==> config.mk <==
export PLATFORM = sky130hd
export DESIGN_NAME = audio_cic_interp
export DESIGN_NICKNAME = d
export VERILOG_FILES = /design/src/rtl/audio_cic_interp.sv
export SDC_FILE = /design/constraint.sdc
export NUM_CORES = 1
export LEC_CHECK = 0
export CORE_MARGIN = 5
export CORE_UTILIZATION = 35
export CTS_CLUSTER_DIAMETER = 60
export DETAILED_ROUTE_END_ITERATION = 10
export GPL_TIMING_DRIVEN = 0
export REMOVE_ABC_BUFFERS = 1
export SLEW_MARGIN = 10
export SYNTH_ARGS = -nofsm -noshare
export SYNTH_HDL_FRONTEND = slang
export SYNTH_SLANG_ARGS = --single-unit
==> constraint.sdc <==
create_clock -name clk -period 11.3 [get_ports clk]
set_clock_uncertainty 0.05 [all_clocks]
set_input_delay 1.695 -clock clk [delete_from_list [all_inputs] [get_ports clk]]
set_output_delay 1.695 -clock clk [all_outputs]
set_load 0.005 [all_outputs]
==> src/rtl/audio_cic_interp.sv <==
// audio_cic_interp
//   CIC interpolator for audio. A low-rate sample stream is held in a
//   1-entry buffer and consumed once every RATE output strobes. The comb
//   cascade runs at the low rate, the integrator cascade at the high rate.
//   The result is scaled so the DC gain is exactly 1.
//
// Ports
//   clk        single clock, rising edge
//   reset_n    asynchronous active-low reset
//   in_valid   snd_in carries a valid low-rate sample
//   in_ready   block accepts snd_in this cycle
//   snd_in     low-rate signed sample (IW bits)
//   out_cen    output-rate strobe; one high-rate step per pulse
//   snd_out    high-rate signed sample (IW bits)
//   out_valid  one-cycle pulse, the cycle after out_cen
//   underrun   one-cycle pulse, the buffer was empty when a sample was consumed
module audio_cic_interp #(
  parameter int IW     = 16,
  parameter int STAGES = 3,
  parameter int RATE   = 4
) (
  input  logic                 clk,
  input  logic                 reset_n,
  input  logic                 in_valid,
  output logic                 in_ready,
  input  logic signed [IW-1:0] snd_in,
  input  logic                 out_cen,
  output logic signed [IW-1:0] snd_out,
  output logic                 out_valid,
  output logic                 underrun
);

  localparam int LOG2R = $clog2(RATE);
  localparam int CALCW = IW + STAGES * LOG2R;
  localparam int SHIFT = (STAGES - 1) * LOG2R;

  logic signed [CALCW-1:0] dly   [STAGES];
  logic signed [CALCW-1:0] integ [STAGES];
  logic signed [CALCW-1:0] cin   [STAGES];
  logic signed [CALCW-1:0] inew  [STAGES];

  logic signed [IW-1:0]    buf_data;
  logic                    buf_full;
  logic signed [IW-1:0]    hold;
  logic [LOG2R-1:0]        phase;

  logic                    consume;
  logic                    xfer;
  logic signed [CALCW-1:0] x;
  logic signed [CALCW-1:0] comb_acc;
  logic signed [CALCW-1:0] u;
  logic signed [CALCW-1:0] int_acc;
  logic signed [IW-1:0]    out_next;

  assign consume  = out_cen && (phase == '0);
  assign in_ready = !buf_full || consume;
  assign xfer     = in_valid && in_ready;

  // Comb and integrator cascades are built with a running accumulator so
  // that no array feeds back into itself inside the combinational block.
  always_comb begin
    x = buf_full ? {{(CALCW-IW){buf_data[IW-1]}}, buf_data}
                 : {{(CALCW-IW){hold[IW-1]}}, hold};
    comb_acc = x;
    for (int unsigned k = 0; k < STAGES; k++) begin
      cin[k]   = comb_acc;
      comb_acc = comb_acc - dly[k];
    end
    u = (phase == '0) ? comb_acc : '0;
    int_acc = u;
    for (int unsigned k = 0; k < STAGES; k++) begin
      int_acc = integ[k] + int_acc;
      inew[k] = int_acc;
    end
    out_next = IW'(inew[STAGES-1] >>> SHIFT);
  end

  always_ff @(posedge clk or negedge reset_n) begin
    if (!reset_n) begin
      for (int unsigned k = 0; k < STAGES; k++) begin
        dly[k]   <= '0;
        integ[k] <= '0;
      end
      buf_data  <= '0;
      buf_full  <= 1'b0;
      hold      <= '0;
      phase     <= '0;
      snd_out   <= '0;
      out_valid <= 1'b0;
      underrun  <= 1'b0;
    end else begin
      out_valid <= out_cen;
      underrun  <= consume && !buf_full;

      // A same-cycle transfer refills the buffer after the old entry is
      // consumed; an empty buffer is never bypassed.
      if (xfer) begin
        buf_data <= snd_in;
        buf_full <= 1'b1;
      end else if (consume) begin
        buf_full <= 1'b0;
      end

      if (consume) begin
        if (buf_full) hold <= buf_data;
        for (int unsigned k = 0; k < STAGES; k++) dly[k] <= cin[k];
      end

      if (out_cen) begin
        for (int unsigned k = 0; k < STAGES; k++) integ[k] <= inew[k];
        snd_out <= out_next;
        phase   <= phase + 1'b1;
      end
    end
  end

endmodule

==> impl_metrics.csv <==
group,metric,value,unit
cts,postCtsSetupBuffers,0,
outcome,outcome,"finished clean",
cells_and_area,area_growth,12.0,%
timing,period_needed,10.32,ns
detailed_routing,first_pass_iters,4,
timing,clock.fmax,96.9,MHz
cts,ctsHoldBuffers,0,
timing,slew_headroom,0.481,
cells_and_area,nNetsFinal,1319,
critical_path,cp.required,11.60,ns
global_route,grt_max_degree,104,
timing,setup_slack,0.983,ns
yosys,synthCells,1158,
die,fp.dieW,189,um
placed_design,dp_hpwl,15000,um
global_route,grt_pass1_vias,7922,
cts,clk_path_buf_depth,2,
cts,path_clk_slew,0.07,ns
timing,setup_viol,0,
cts,htreeDepth,4,
yosys,synth_top_area_share,0.341,
placed_design,dpl_worst_slack,0.624,ns
timing,tightest_slew,0.776,ns
cells_and_area,ff_latch_area,0.00383,mm2
timing,whs,0.419,ns
cells_and_area,n_antenna_cell,0,
cts,clock-sinks,153,
timing,hold_viol,0,
cells_and_area,layout_common_cells,"dfrtp_1, mux2_2, ha_1",
yosys,synth_edf_count,0,
placed_design,gp_congestion,0.828,
cts,cts_root_buffer,"clkbuf_16",
global_route,grt-ovfl-total,0,
critical_path,crit_type,"flop to flop",
yosys,post_synth_num_cell_types,74,
die,die_y,189,um
critical_path,startpoint_type,"flop",
detailed_routing,drc,0,
cells_and_area,multi_input_area,0.00686,mm2
global_route,antenna_found_initial,0,
yosys,netlist_area,0.0112,mm2
timing,slew_viol_final,0,
die,initial_utilization,0.355,
yosys,synth_ff_type,"dfrtp_1",
timing,rsz0062_at_grt,"no",
placed_design,port_buffers,38,
critical_path,cpPeakStageDelay,0.62,ns
worst_hold_path,hp-class,"flop to flop",
cts,cts_tree,"done",
yosys,yosysWarnings,0,
die,coreArea,0.0316,mm2
detailed_routing,routedWlPerCell,12.6,um
cells_and_area,final_common_cell,"dfrtp_1",
yosys,yosysTopAreaCell,"dfrtp_1",
cts,clkLatencyLatePin,0.42,ns
detailed_routing,antenna_left,0,
die,std_cell_rows,65,
timing,fin_crit_sh,0.913,
cells_and_area,drive_above_1_share,0.155,
critical_path,path_common_cell,"ha_1",
critical_path,critPathMaxFanout,19,
detailed_routing,drt_iter0_drc,293,
global_route,grt_use_total,0.117,
yosys,synth.area.top_cells,"dfrtp_1, mux2_2, ha_1",
cts,ctsResizeCount,0,
cells_and_area,fillCellCount,3121,
global_route,grt_pass1_wl,35800,um
run,max-cap-violations,0,
yosys,avgSynthCellArea,9.69,um2
yosys,ys_ff_latch,153,
critical_path,worst_path_max_delay_cell,"dfrtp_2",
timing,fin_tns_setup,0,ns
critical_path,worstSetupEndpointType,"flop",
yosys,yosysSeqAreaShare,0.341,
die,num_io_pins,39,
die,dieArea,0.0357,mm2
detailed_routing,routed_wl,20100,um
detailed_routing,route.vias.total,7881,
detailed_routing,viasPerCell,4.94,
cts,cts_buffers,17,
yosys,async_flop_share,1.00,
critical_path,cp.arrival,10.62,ns
## state kept, by name (all words and copies together) (netlist names)
signal,cells
out_valid,1
buf_data,16
dly,56
hold,16
integ,45
buf_full,1
phase,2
underrun,1
snd_out,15
## metal layers
layer	global-route usage	wire [um]	vias to the layer above
li1	-	-	4165
met1	0.156	10100	3626
met2	0.196	9260	74
met3	0.0238	496	16
met4	0.0283	202	0
met5	0	0	-
## per-stage QoR
stage,area [um2],utilization,instances
2_1_floorplan,11000,-,1120
3_3_place_gp,11900,0.376,1560
3_5_place_dp,12000,0.379,1563
4_1_cts,12600,0.397,1594
5_1_grt,12600,0.397,1594
6_report,12600,0.397,1594
## final timing paths
| path | start | endpoint | slack, ns | depth (start not counted) |
|---|---|---|---|---|
| max | buf_full | integ[19] | 0.98 | 41 |
| min | phase[0] | phase[0] | 0.42 | 1 |
| max reg2reg | buf_full | integ[19] | 0.98 | 41 |
| min reg2reg | phase[0] | phase[0] | 0.42 | 1 |
| max in group asynchronous | reset_n | integ[3] | 9.23 | 2 |
| min in group asynchronous | reset_n | buf_full | 1.11 | 1 |
## layout make-up
| class | instances | area share |
|---|---|---|
| Multi-Input combinational cell | 876 | 0.546 |
| Sequential cell | 153 | 0.305 |
| Tap cell | 402 | 0.0400 |
| Timing Repair Buffer | 41 | 0.0358 |
| Clock buffer | 19 | 0.0352 |
| Inverter | 91 | 0.0272 |
| Clock inverter | 12 | 0.0113 |
## worst max-delay path: cells and delay by family, from the launching register on
family                   cells  cell delay [ns]
AO/OA/AOI/OAI               17             3.82
XOR/XNOR                     4             0.81
adder cells (fa/ha/maj)      7             2.36
flip-flops                   1             0.62
multiplexers                 2             0.50
AND/OR/NAND/NOR             11             2.07
## Yosys cell counts, types with 6 or more instances
library cell  number
o21a_1            17
o211ai_1           6
ha_1             113
nand2b_1           9
and2_1             6
xor2_1            24
clkbuf_1          19
nor3_1            24
a211oi_1          13
o31ai_1            8
o21bai_1          11
buf_4             16
inv_1             90
nand2_1           48
a21o_1            37
and3_1             8
nor3b_1            7
a21boi_0           7
nand3_1           20
nor2_1           107
xnor2_1           61
o21ai_0           44
dfrtp_1          153
mux2_2           126
fa_1               6
nor2b_1           13
a21oi_1           77
## cells by family (layout without fill, tap and decap cells)
logic type / count (synthesis) / count (layout) / share of synthesized area
buffers and inverters: 129 / 163 / 0.0485
adders and majority gates: 119 / 119 / 0.137
muxes: 131 / 131 / 0.131
AOI/OAI and AO/OA: 272 / 272 / 0.162
and+or+nand+nor: 269 / 269 / 0.114
xor gates and xnor gates: 85 / 85 / 0.0663
DFF: 153 / 153 / 0.341
Power is left out: the tool's default activity adds up to more than one toggle a clock period on the data nets, which glitch-free logic cannot reach.
